===== config.mk =====
export PLATFORM = sky130hd
export DESIGN_NAME = pcie_ltssm_status_decoder
export DESIGN_NICKNAME = d
export VERILOG_FILES = /design/src/rtl/pcie_ltssm_pkg.sv /design/src/rtl/pcie_ltssm_status_decoder_sat_counter.sv /design/src/rtl/pcie_ltssm_status_decoder.sv
export SDC_FILE = /design/constraint.sdc
export NUM_CORES = 1
export LEC_CHECK = 0
export CAP_MARGIN = 40
export CORE_MARGIN = 3
export CORE_UTILIZATION = 30
export CTS_CLUSTER_SIZE = 24
export DETAILED_ROUTE_END_ITERATION = 10
export GPL_ROUTABILITY_DRIVEN = 1
export GPL_TIMING_DRIVEN = 0
export PLACE_DENSITY = 0.6
export SYNTH_ARGS = -nofsm -noshare
export SYNTH_HDL_FRONTEND = slang
export SYNTH_SLANG_ARGS = --single-unit

===== constraint.sdc =====
create_clock -name pld_clk -period 6.4 [get_ports pld_clk]
set_input_delay 1.92 -clock pld_clk [delete_from_list [all_inputs] [get_ports pld_clk]]
set_output_delay 1.92 -clock pld_clk [all_outputs]
set_load 0.05 [all_outputs]

===== src/rtl/pcie_ltssm_pkg.sv =====
// Shared definitions for the LTSSM status decoder: code points,
// link_state encoding, FSM states and code classification.
package pcie_ltssm_pkg;

    localparam logic [4:0] DET_QUIET  = 5'h00;
    localparam logic [4:0] DET_ACT    = 5'h01;
    localparam logic [4:0] POLL_COMPL = 5'h03;
    localparam logic [4:0] RCV_LOCK   = 5'h0C;
    localparam logic [4:0] RCV_CFG    = 5'h0D;
    localparam logic [4:0] RCV_IDLE   = 5'h0E;
    localparam logic [4:0] L0         = 5'h0F;

    localparam logic [1:0] LS_DOWN  = 2'd0;
    localparam logic [1:0] LS_TRAIN = 2'd1;
    localparam logic [1:0] LS_UP    = 2'd2;
    localparam logic [1:0] LS_RECOV = 2'd3;

    typedef enum logic [2:0] {
        ST_DOWN,
        ST_TRAIN,
        ST_PEND,
        ST_UP,
        ST_RECOV
    } ltssm_st_e;

    typedef enum logic [1:0] {
        CL_DET,
        CL_L0,
        CL_RCV,
        CL_TRN
    } code_cls_e;

    function automatic code_cls_e code_class(input logic [4:0] code);
        code_cls_e c;
        unique case (1'b1)
            (code == DET_QUIET) || (code == DET_ACT): c = CL_DET;
            (code == L0):                             c = CL_L0;
            (code >= RCV_LOCK) && (code <= RCV_IDLE): c = CL_RCV;
            default:                                  c = CL_TRN;
        endcase
        return c;
    endfunction

    function automatic logic [1:0] link_state_enc(input ltssm_st_e st);
        logic [1:0] ls;
        unique case (st)
            ST_DOWN:  ls = LS_DOWN;
            ST_UP:    ls = LS_UP;
            ST_RECOV: ls = LS_RECOV;
            default:  ls = LS_TRAIN;
        endcase
        return ls;
    endfunction

endpackage


===== src/rtl/pcie_ltssm_status_decoder_sat_counter.sv =====
// Saturating event counter; clear wins over a coincident increment.
module pcie_sat_counter
    import pcie_ltssm_pkg::*;
#(
    parameter int CNT_W = 16
) (
    input  logic             clk,
    input  logic             srst,
    input  logic             inc,
    input  logic             clr,
    output logic [CNT_W-1:0] cnt
);

    logic [CNT_W-1:0] cnt_q;
    logic [CNT_W-1:0] cnt_d;

    always_comb begin
        cnt_d = cnt_q;
        if (clr) begin
            cnt_d = '0;
        end else if (inc && (cnt_q != '1)) begin
            cnt_d = cnt_q + CNT_W'(1);
        end
    end

    always_ff @(posedge clk) begin
        if (srst) begin
            cnt_q <= '0;
        end else begin
            cnt_q <= cnt_d;
        end
    end

    assign cnt = cnt_q;

endmodule


===== src/rtl/pcie_ltssm_status_decoder.sv =====
// Filters the hard-IP LTSSM status bus and tracks link state,
// stable link-up, event pulses and saturating event counters.
module pcie_ltssm_status_decoder
    import pcie_ltssm_pkg::*;
#(
    parameter int L0_STABLE_CYC = 1024,
    parameter int CNT_W         = 16
) (
    input  logic             pld_clk,
    input  logic             srst,
    input  logic [8:0]       test_out_icm,
    input  logic             clr_cnt,
    output logic             link_up,
    output logic [1:0]       link_state,
    output logic             compliance,
    output logic [3:0]       lane_active,
    output logic [4:0]       ltssm_q,
    output logic             linkup_pulse,
    output logic             linkdown_pulse,
    output logic [CNT_W-1:0] l0_entry_cnt,
    output logic [CNT_W-1:0] recov_cnt,
    output logic [CNT_W-1:0] linkdown_cnt
);

    localparam logic [15:0] STAB_LAST = 16'(L0_STABLE_CYC - 1);

    logic [8:0]  raw_q,  raw_d;
    logic [8:0]  rawp_q, rawp_d;
    logic [8:0]  acc_q,  acc_d;
    ltssm_st_e   state_q, state_d;
    logic [15:0] stab_q, stab_d;
    logic        link_up_q, link_up_d;
    logic        lup_q, lup_d;
    logic        ldn_q, ldn_d;
    logic        comp_q, comp_d;
    logic        inc_l0;
    logic        inc_rcv;
    code_cls_e   cls;

    assign cls = code_class(acc_q[4:0]);

    // A code is taken only after two identical back-to-back samples.
    always_comb begin
        raw_d  = test_out_icm;
        rawp_d = raw_q;
        acc_d  = (raw_q == rawp_q) ? raw_q : acc_q;
        comp_d = (acc_q[4:0] == POLL_COMPL);
    end

    always_comb begin
        state_d = state_q;
        stab_d  = stab_q;
        lup_d   = 1'b0;
        ldn_d   = 1'b0;
        inc_l0  = 1'b0;
        inc_rcv = 1'b0;
        unique case (state_q)
            ST_DOWN, ST_TRAIN: begin
                if (cls == CL_L0) begin
                    state_d = ST_PEND;
                    stab_d  = '0;
                end else if (cls == CL_DET) begin
                    state_d = ST_DOWN;
                end else begin
                    state_d = ST_TRAIN;
                end
            end
            ST_PEND: begin
                if (cls == CL_L0) begin
                    stab_d = stab_q + 16'd1;
                    if (stab_d == STAB_LAST) begin
                        state_d = ST_UP;
                        lup_d   = 1'b1;
                        inc_l0  = 1'b1;
                    end
                end else if (cls == CL_DET) begin
                    state_d = ST_DOWN;
                end else begin
                    state_d = ST_TRAIN;
                end
            end
            ST_UP, ST_RECOV: begin
                if (cls == CL_L0) begin
                    state_d = ST_UP;
                end else if (cls == CL_RCV) begin
                    state_d = ST_RECOV;
                    inc_rcv = (state_q == ST_UP);
                end else begin
                    state_d = (cls == CL_DET) ? ST_DOWN : ST_TRAIN;
                    ldn_d   = 1'b1;
                end
            end
            default: state_d = ST_DOWN;
        endcase
        link_up_d = (state_d == ST_UP);
    end

    always_ff @(posedge pld_clk) begin
        if (srst) begin
            raw_q     <= '0;
            rawp_q    <= '0;
            acc_q     <= '0;
            state_q   <= ST_DOWN;
            stab_q    <= '0;
            link_up_q <= 1'b0;
            lup_q     <= 1'b0;
            ldn_q     <= 1'b0;
            comp_q    <= 1'b0;
        end else begin
            raw_q     <= raw_d;
            rawp_q    <= rawp_d;
            acc_q     <= acc_d;
            state_q   <= state_d;
            stab_q    <= stab_d;
            link_up_q <= link_up_d;
            lup_q     <= lup_d;
            ldn_q     <= ldn_d;
            comp_q    <= comp_d;
        end
    end

    pcie_sat_counter #(.CNT_W(CNT_W)) u_l0_cnt (
        .clk  (pld_clk),
        .srst (srst),
        .inc  (inc_l0),
        .clr  (clr_cnt),
        .cnt  (l0_entry_cnt)
    );

    pcie_sat_counter #(.CNT_W(CNT_W)) u_recov_cnt (
        .clk  (pld_clk),
        .srst (srst),
        .inc  (inc_rcv),
        .clr  (clr_cnt),
        .cnt  (recov_cnt)
    );

    pcie_sat_counter #(.CNT_W(CNT_W)) u_ldn_cnt (
        .clk  (pld_clk),
        .srst (srst),
        .inc  (ldn_d),
        .clr  (clr_cnt),
        .cnt  (linkdown_cnt)
    );

    assign link_up        = link_up_q;
    assign link_state     = link_state_enc(state_q);
    assign compliance     = comp_q;
    assign lane_active    = acc_q[8:5];
    assign ltssm_q        = acc_q[4:0];
    assign linkup_pulse   = lup_q;
    assign linkdown_pulse = ldn_q;

endmodule


==> results of run 1 <==
-- placed cells by master, fill, tap and decap left out, types with 8 or more instances in the layout --
master	n
sky130_fd_sc_hd__dfxtp_1	98
sky130_fd_sc_hd__clkbuf_16	9
sky130_fd_sc_hd__ha_1	8
sky130_fd_sc_hd__nand4_1	25
sky130_fd_sc_hd__nor2_1	75
sky130_fd_sc_hd__nand2_1	34
sky130_fd_sc_hd__o31ai_1	10
sky130_fd_sc_hd__clkdlybuf4s50_1	73
sky130_fd_sc_hd__and3_1	11
sky130_fd_sc_hd__xor2_1	31
sky130_fd_sc_hd__nand3_1	25
sky130_fd_sc_hd__clkbuf_1	17
sky130_fd_sc_hd__nor2b_1	23
sky130_fd_sc_hd__nor3_1	11
sky130_fd_sc_hd__or3_1	9
sky130_fd_sc_hd__or4_1	10
sky130_fd_sc_hd__mux2i_1	17
sky130_fd_sc_hd__o21ai_0	15
sky130_fd_sc_hd__inv_1	9
sky130_fd_sc_hd__a21oi_1	27
-- worst paths after layout --
check | start | to | slack [ns] | cells past startpoint
max | state_q[2]$_SDFF_PP0_ | link_state[1] | 2.25 | 5
min | raw_q[1]$_SDFF_PP0_ | rawp_q[1]$_SDFF_PP0_ | 0.50 | 1
max reg2reg | acc_q[2]$_SDFFE_PP0N_ | u_l0_cnt.cnt[9]$_SDFFE_PP0P_ | 3.14 | 10
min reg2reg | raw_q[1]$_SDFF_PP0_ | rawp_q[1]$_SDFF_PP0_ | 0.50 | 1
-- state kept, by name (all words and copies together) (netlist names) --
signal,flops
linkdown_pulse,1
acc_q,9
u_recov_cnt.cnt,16
raw_q,9
u_l0_cnt.cnt,16
compliance,1
state_q,3
rawp_q,9
stab_q,16
linkup_pulse,1
u_ldn_cnt.cnt,16
link_up,1
-- cell type report --
cell class	instances	area, um^2
flip-flops and latches	98	1960
fillers	1493	8920
plain buffers	25	111
repair buffers	76	749
clock inverters	5	37.5
inverters	9	33.8
clock buffers	11	253
multi-input cells	404	2510
well taps	184	230
-- cells by family (layout without fill, tap and decap cells) --
family / Yosys count / in the layout
compound gates: 77 / 77
mux: 17 / 17
simple gates: 264 / 264
buf+inv: 34 / 126
flops: 98 / 98
xor+xnor: 38 / 38
fa+ha+maj: 8 / 8
-- per-stage QoR --
step | cell area, um^2 | instances | hold slack, ns
after global placement | 5580 | 793 | 0.483
after detailed placement | 5600 | 796 | 0.487
after global routing | 5890 | 812 | 0.516
after floorplan | 4620 | 536 | 0.467
final | 5890 | 812 | 0.497
after CTS | 5890 | 812 | 0.495
-- synthesized netlist by cell type (2+ instances only) --
library cell / number / area [um^2]
sky130_fd_sc_hd__xnor2_1: 7 / 61.3
sky130_fd_sc_hd__xor2_1: 31 / 272
sky130_fd_sc_hd__a211oi_1: 2 / 15.0
sky130_fd_sc_hd__a22oi_1: 2 / 15.0
sky130_fd_sc_hd__or2_2: 4 / 25.0
sky130_fd_sc_hd__nand3_1: 25 / 125
sky130_fd_sc_hd__nor2b_1: 23 / 144
sky130_fd_sc_hd__clkbuf_1: 17 / 63.8
sky130_fd_sc_hd__nor4_1: 7 / 43.8
sky130_fd_sc_hd__nand4_1: 25 / 156
sky130_fd_sc_hd__mux2i_1: 17 / 170
sky130_fd_sc_hd__buf_2: 5 / 25.0
sky130_fd_sc_hd__and3_1: 11 / 68.8
sky130_fd_sc_hd__inv_1: 9 / 33.8
sky130_fd_sc_hd__nand2_1: 34 / 128
sky130_fd_sc_hd__nor2_1: 75 / 282
sky130_fd_sc_hd__o21bai_1: 2 / 15.0
sky130_fd_sc_hd__and3b_1: 3 / 26.3
sky130_fd_sc_hd__nor3b_1: 4 / 30.0
sky130_fd_sc_hd__a21oi_1: 27 / 135
sky130_fd_sc_hd__dfxtp_1: 98 / 1960
sky130_fd_sc_hd__a2111oi_0: 2 / 17.5
sky130_fd_sc_hd__and4_1: 6 / 52.6
sky130_fd_sc_hd__o21ai_0: 15 / 75.1
sky130_fd_sc_hd__ha_1: 8 / 100
sky130_fd_sc_hd__a41oi_1: 2 / 17.5
sky130_fd_sc_hd__a311oi_1: 4 / 35.0
sky130_fd_sc_hd__or3_1: 9 / 56.3
sky130_fd_sc_hd__o31ai_1: 10 / 75.1
sky130_fd_sc_hd__nand2b_1: 2 / 12.5
sky130_fd_sc_hd__and2_1: 5 / 31.3
sky130_fd_sc_hd__or4_1: 10 / 75.1
sky130_fd_sc_hd__nor3_1: 11 / 55.1
sky130_fd_sc_hd__a31oi_1: 2 / 12.5
sky130_fd_sc_hd__nand3b_1: 2 / 15.0
-- power groups by stage --
stage,combinational [mW],sequential [mW],clock [mW]
CTS,0.0422,0.620,0.538
floorplan,0.0226,0.636,0
global route,0.0453,0.621,0.565
detailed placement,0.0419,0.635,0
global placement,0.0411,0.634,0
finish,0.0412,0.621,0.524
-- critical path, delay by kind of cell, from the launching register on --
kind | cells | cell delay [ns]
simple gates | 2 | 0.37
flops | 1 | 0.31
buf+inv | 3 | 1.19
-- routing by layer --
| layer | wire [um] | GRT usage, % |
|---|---|---|
| met5 | 0 | 0 |
| met4 | 170 | 3.79 |
| met3 | 644 | 3.77 |
| met2 | 5660 | 23.0 |
| met1 | 5260 | 17.4 |
==> results.md, run 1 <==
- The share of flip-flops with an asynchronous set or reset after synthesis is 0%.
- Across the routed clock network, the largest skew measured is roughly 0.0064 ns.
- The data arrival time at the worst-slack endpoint is about 2.2 ns.
- The clock-pin slew reported for the worst setup and hold paths after clock tree synthesis is roughly 0.07 ns.
- The worst path meets setup with 2.25 ns of slack.
- In this design, the stage delay of the slowest critical-path cell is about 0.83 ns.
- The via count of the first global-routing pass is 3871.
- The number of buffers inserted for hold repair after clock tree synthesis is 0.
- Setup repair after global routing left no endpoint under its margin.
- In the synthesized netlist, the number of instances is 536.
- The insertion delay of the later-clocked pin in the worst-skew pair is between 0.3 and 0.4 ns.
- The initial utilization of the core area, before any placement, comes to a little under a third.
- The critical path launch point type is a register.
- The flow ran to the end, and the final reports show no timing, DRC or antenna violations.
- The compound-cell area share of the yosys netlist is a little over a tenth.
- The average instance in the mapped netlist occupies 8.61 um^2.
- The count of nets left with antenna violations once routing finished came out at 0.
- The number of detailed-routing iterations run before antenna repair is 5.
- The portion of total power attributed to sequential cells is about 52%.
- The clock sink count is 98.
- The measured slew at the worst slew-check pin is between 0.7 and 0.8 ns.
- The via count normalized by instance count is 5.20.
- The count of state elements after synthesis is between 90 and 100.
- The final route contains between 4k and 5k vias.
- The peak clock frequency supported by timing is 241 MHz.
- Setup violations remaining at the end of the flow were counted as 0.
- The synthesized netlist devotes between 2 and 2.5% of its cell area to adder and majority cells.
- The root buffer cell is sky130_fd_sc_hd__clkbuf_16.
- The netlist uses 55 different library cells.
- In this run the tool buffered the top-level ports with 73 buffer cells.
- The endpoint type of the worst setup path is an output pin.
- The critical path goes through clkbuf_1, nor3b_1, nor2_1, inv_1, clkdlybuf4s50_1.
- The buffer depth of the longest clock path is 2.
- Across the VDD grid, the largest voltage drop is 160 uV.
- The CTS tree is built.
- The final global-route overflow total is 0.
- The final cycle utilization of the critical path is between 60% and 70%.
- Counting the buffers created by CTS gives 9.
- The wire-length estimate of the detail-placed layout is just under 9000 um.
- The net switching share of the total power is 22.4%.
- Measured along the y axis, the die boundary spans ~130 um.
- The average routed wire per standard cell is ~14 um.
- The total power after layout is about 1.2 mW.
- The critical path is of the register to output pin type.
- The total standard cell area after synthesis is roughly 0.0046 mm^2.
- The detailed router finished its first iteration with about 270 violations.
- Data on the critical path is required at its endpoint by around 4.5 ns.
- The post-route setup TNS is 0 ns.
- The die area is about 0.017 mm^2.
- During synthesis, Yosys emitted a total of 0 warnings.
- The post-route minimum period is 4.15 ns.
- Counting flops with a built-in enable in the synthesized netlist gives 0.
- The setup fix buffers added after clock tree synthesis is 0.
- The worst-path cell with the longest stage delay is sky130_fd_sc_hd__clkdlybuf4s50_1.
- The number of placement rows is 44.
- After Yosys synthesis, XOR and XNOR cells account for 7.21% of the synthesized area.
- The final count of hold timing violations is 0.
- After synthesis, the largest family of logic cells by area is simple AND/OR/NAND/NOR gates.
- The share of the Yosys chip area taken by registers is approximately 42%.
- The design internal power is 0.920 mW.
- The power density over the cells is 201 mW/mm^2.
- The reported max-cap violation count is 0.
- The post-detailed-route DRC marker count is 0.
- The final number of max-transition violations came to 0.
- The largest fanout on the critical path is 10.
- The global-route wire length before repair is 18600 um.
- The simple-gate area share of the yosys netlist is a little under a third.
- Summed over all nets, the switching power comes to about 0.27 mW.
- The share of post-route cells with drive strength above 1 is approximately 5.6%.
- The I/O pin count is 75.
- The placeable core region is 0.0148 mm^2.
- The H-tree depth reported by CTS is 3.
- Entering global routing, the biggest net connects 17 pins.
- In this run the horizontal extent of the chip is between 100 and 150 um.
- For this block, the routed nets add up to ~12000 um of wire.
- The multiplexer share of the synthesized area is roughly 3.7%.
- In this run, post-CTS repair resized a total of 0 instances.
- Of the total power, combinational logic draws under 10%.
- The normalized max-slew margin is slightly above 50%.
- From synthesis to final layout, the design area changed by 27.5%.
- Summed over all cells, the static leakage comes to slightly above 2 nW.
- The repair_antennas step left the layout with diodes totalling 0.
- Once layout is complete, the utilization of the core stands at between 30% and 40%.
- The congestion estimate from routability-driven global placement came to 0.886.
- In the synthesized netlist the dominant register cell turns out to be sky130_fd_sc_hd__dfxtp_1.
- The number of nets handed over by synthesis was 556.
- The total routing usage reported by global routing is 13.7%.
- In the final design database the tool counted 643 nets.
- The initial antenna violation count was 0.
- Before CTS, the worst setup slack after placement is 2.61 ns.
- The proportion of power drawn by the clock network is 44.2%.
- The tightest min-delay check is of the register to register type.
(Power assumes the default switching activity.)
==> run 2, diff against run 1 <==
==> constraint.sdc (replaced) <==
create_clock -name pld_clk -period 3.91 [get_ports pld_clk]
set_input_delay 1.173 -clock pld_clk [delete_from_list [all_inputs] [get_ports pld_clk]]
set_output_delay 1.173 -clock pld_clk [all_outputs]
set_load 0.05 [all_outputs]
==> results of run 2 <==
The final DEF is identical to that of run 1. Status: complete, no violations.
Among the figures that moved: setup slack after placement 2.61 ns -> 0.678 ns; setup slack after layout 2.25 ns -> 0.511 ns; register-to-register setup slack 3.14 ns -> 0.65 ns; total power 1.19 mW -> 1.94 mW; worst IR drop on VDD 160 uV -> 262 uV
==> run 3, diff against run 2 <==
--- a/config.mk
+++ b/config.mk
@@ -7,12 +7,12 @@
 export LEC_CHECK = 0
 export CAP_MARGIN = 40
 export CORE_MARGIN = 3
-export CORE_UTILIZATION = 30
+export CORE_UTILIZATION = 45
 export CTS_CLUSTER_SIZE = 24
 export DETAILED_ROUTE_END_ITERATION = 10
 export GPL_ROUTABILITY_DRIVEN = 1
 export GPL_TIMING_DRIVEN = 0
-export PLACE_DENSITY = 0.6
+export PLACE_DENSITY = 0.79
 export SYNTH_ARGS = -nofsm -noshare
 export SYNTH_HDL_FRONTEND = slang
 export SYNTH_SLANG_ARGS = --single-unit
==> results.md, run 3 (synthesized netlist as in run 1, its figures left out) <==
- The measured slew at the worst slew-check pin came to 0.724 ns (was 0.733 ns).
- The proportion of power drawn by the clock network is 39.6% (was 44.2%).
- The via count normalized by instance count is 5.56 (was 5.20).
- The number of failing setup endpoints in the final timing report came to 0 (unchanged).
- The detailed placer's ending HPWL was 8290 um (was 8700 um).
- The die area is 0.0115 mm^2 (was 0.0169 mm^2).
- The placeable core region is 0.00986 mm^2 (was 0.0148 mm^2).
- The area added between synthesis and finish came to 24.4% (was 27.5%).
- The clock sink count is 98 (unchanged).
- The x dimension of the die is 107 um (was 130 um).
- The pin count of the biggest net entering global routing came to 19 (was 17).
- The worst-case clock skew is 0.0139 ns (was 0.00637 ns).
- The final number of max-transition violations came to 0 (unchanged).
- The H-tree depth reported by CTS is 3 (unchanged).
- The reported max-cap violation count is 0 (unchanged).
- The non-filler instance count after layout came to 761 (was 812).
- The clock buffer count from CTS is 9 (unchanged).
- The critical path launch point type is a register (unchanged).
- The power density over the cells is 312 mW/mm^2 (was 330 mW/mm^2).
- The root buffer cell is sky130_fd_sc_hd__clkbuf_8 (was sky130_fd_sc_hd__clkbuf_16).
- The clock-pin slew reported for the worst setup and hold paths after clock tree synthesis is 0.11 ns (was 0.07 ns).
- The post-detailed-route DRC marker count is 0 (unchanged).
- The global-route wire length before repair was 18700 um (was 18600 um).
- The kind of path behind the tightest hold check is register to register (unchanged).
- The total routing usage reported by global routing was 19.7% (was 13.7%).
- The via count of the first global-routing pass was 4069 (was 3871).
- The placed instance count is 745 (was 796).
- RSZ-0062 raised after global routing: no (unchanged).
- The data required time of the worst path is 2.74 ns (about the same).
- The minimum hold slack is 0.501 ns (was 0.497 ns).
- The starting density of the core came to 46.8% (was 31.2%).
- The number of detailed-routing iterations run before antenna repair is 5 (unchanged).
- The insertion delay of the later-clocked pin in the worst-skew pair is 0.37 ns (was 0.35 ns).
- The number of placement rows is 36 (was 44).
- The CTS tree is built (unchanged).
- The number of gates resized after cts was 0 (unchanged).
- The endpoint type of the worst setup path was an output pin (unchanged).
- The data arrival time at the worst-slack endpoint was 2.23 ns (about the same).
- The share of post-route cells with drive strength above 1 came to 5.57% (unchanged).
- The part of the power in combinational logic is 3.8% (was 3.5%).
- The final count of hold timing violations was 0 (unchanged).
- The met1 wire length was 4820 um (was 5260 um).
- The switching power total is 0.428 mW (was 0.435 mW).
- The critical path class is register to output pin (unchanged).
- The average routed wire per standard cell is 14.8 um (was 14.5 um).
- Commonest cells after routing, fill and taps aside: sky130_fd_sc_hd__dfxtp_1 (98), sky130_fd_sc_hd__nor2_1 (75), sky130_fd_sc_hd__clkdlybuf4s50_1 (73) (unchanged).
- The launching instance or port of the critical path is state_q[2]$_SDFF_PP0_ (unchanged).
- The worst supply voltage drop on vdd is 267 uV (was 262 uV).
- The final core area utilization is 58.2% (was 39.8%).
- The peak clock frequency supported by timing is 294 MHz (about the same).
- The net count of the finished layout is 643 (unchanged).
- The final global-route overflow total is 0 (unchanged).
- The design internal power is 1.36 mW (was 1.51 mW).
- The final cycle utilization of the critical path is 87.0% (was 86.9%).
- The placer's final routability congestion estimate is 0.902 (was 0.886).
- The die boundary height is 107 um (was 130 um).
- The most common library cell in the layout ignoring fill and taps is sky130_fd_sc_hd__dfxtp_1 (unchanged).
- The start point of the worst min-delay path is raw_q[1]$_SDFF_PP0_ (unchanged).
- The initial antenna violation count came to 0 (unchanged).
- The origin of the critical flop-to-flop path is acc_q[3]$_SDFFE_PP0N_ (was acc_q[2]$_SDFFE_PP0N_).
- The total power after layout came to 1.79 mW (was 1.94 mW).
- The net switching share of the total power came to 23.9% (was 22.4%).
- The buffer depth of the longest clock path is 2 (unchanged).
- The post-route setup TNS is 0 ns (unchanged).
- The normalized max-slew margin is 51.0% (was 50.7%).
- The count of vias placed by the detailed router came to 4233 (was 4220).
- The post-route minimum period came to 3.40 ns (about the same).
- The leakage power total is 2.04 nW (was 2.06 nW).
- The met3 wire length is 557 um (was 644 um).
- The I/O pin count is 75 (unchanged).
- The number of buffers inserted for hold repair after clock tree synthesis was 0 (unchanged).
- The diode insertion count for antenna repair is 0 (unchanged).
- Outcome: complete, no violations (unchanged).
- The total routed wirelength came to 11300 um (was 11700 um).
- The sum of met2 wire segment lengths after detailed routing is 5740 um (was 5660 um).
- The number of DRC violations after detailed-routing iteration 0 was 370 (was 271).
- The remaining number of nets flagged by the antenna check after routing is 0 (unchanged).
- The largest fanout on the critical path is 10 (unchanged).
- The number of buffers inserted by port buffering is 73 (unchanged).
- The setup fix buffers added after clock tree synthesis is 0 (unchanged).
- The portion of total power attributed to sequential cells is 56.7% (was 52.4%).
- The highest routing layer actually used is met4 (unchanged).
## run 3: cell count changes in the layout (fill, tap and decap cells not counted), sizes merged
cell           delta
inv               +3
clkinvlp          -2
buf               +1
bufinv            +1
clkbuf            -1
clkdlybuf4s18     -1
clkinv            -1
## run 3: area by class of cell
class                   instances  area, um^2
plain buffers                  25         111
fillers                       867        4120
flip-flops and latches         98        1960
inverters                       9        33.8
clock buffers                  10         138
multi-input cells             404        2510
clock inverters                 6        78.8
well taps                     133         166
repair buffers                 76         744
## run 3: final timing paths
path	to	slack, ns	cells after the start
hold / removal	rawp_q[1]$_SDFF_PP0_	0.50	1
setup / recovery	link_state[1]	0.51	5
setup reg to reg	u_l0_cnt.cnt[15]$_SDFFE_PP0P_	0.70	10
hold reg to reg	rawp_q[1]$_SDFF_PP0_	0.50	1
## run 3: layer usage
layer  up-vias  global-route usage [%]
met3        13                    3.84
met1      1998                    24.2
li1       2092                       -
met5         -                       0
met2       130                    34.7
met4         0                    6.03
## run 3: worst max-delay path, cell delays in order (launching register included)
cell and delay (ns):
sky130_fd_sc_hd__dfxtp_1 0.31, sky130_fd_sc_hd__clkbuf_1 0.27, sky130_fd_sc_hd__nor3b_1 0.29, sky130_fd_sc_hd__nor2_1 0.10, sky130_fd_sc_hd__inv_1 0.08, sky130_fd_sc_hd__clkdlybuf4s50_1 0.82
## run 3: metrics by stage
stage                     instance area [um^2]  setup WS [ns]
after floorplan                           4620          0.769
after global placement                    5510          0.853
after detailed placement                  5530          0.782
after CTS                                 5740          0.471
after global routing                      5740          0.374
final                                     5740          0.507
## run 3: power groups by stage
stage          clock [mW]  combinational [mW]  sequential, mW
2_1_floorplan           0              0.0369            1.04
3_3_place_gp            0              0.0657            1.04
3_5_place_dp            0              0.0677            1.04
4_1_cts             0.726              0.0679            1.02
5_1_grt             0.763              0.0735            1.02
6_report            0.710              0.0672            1.02
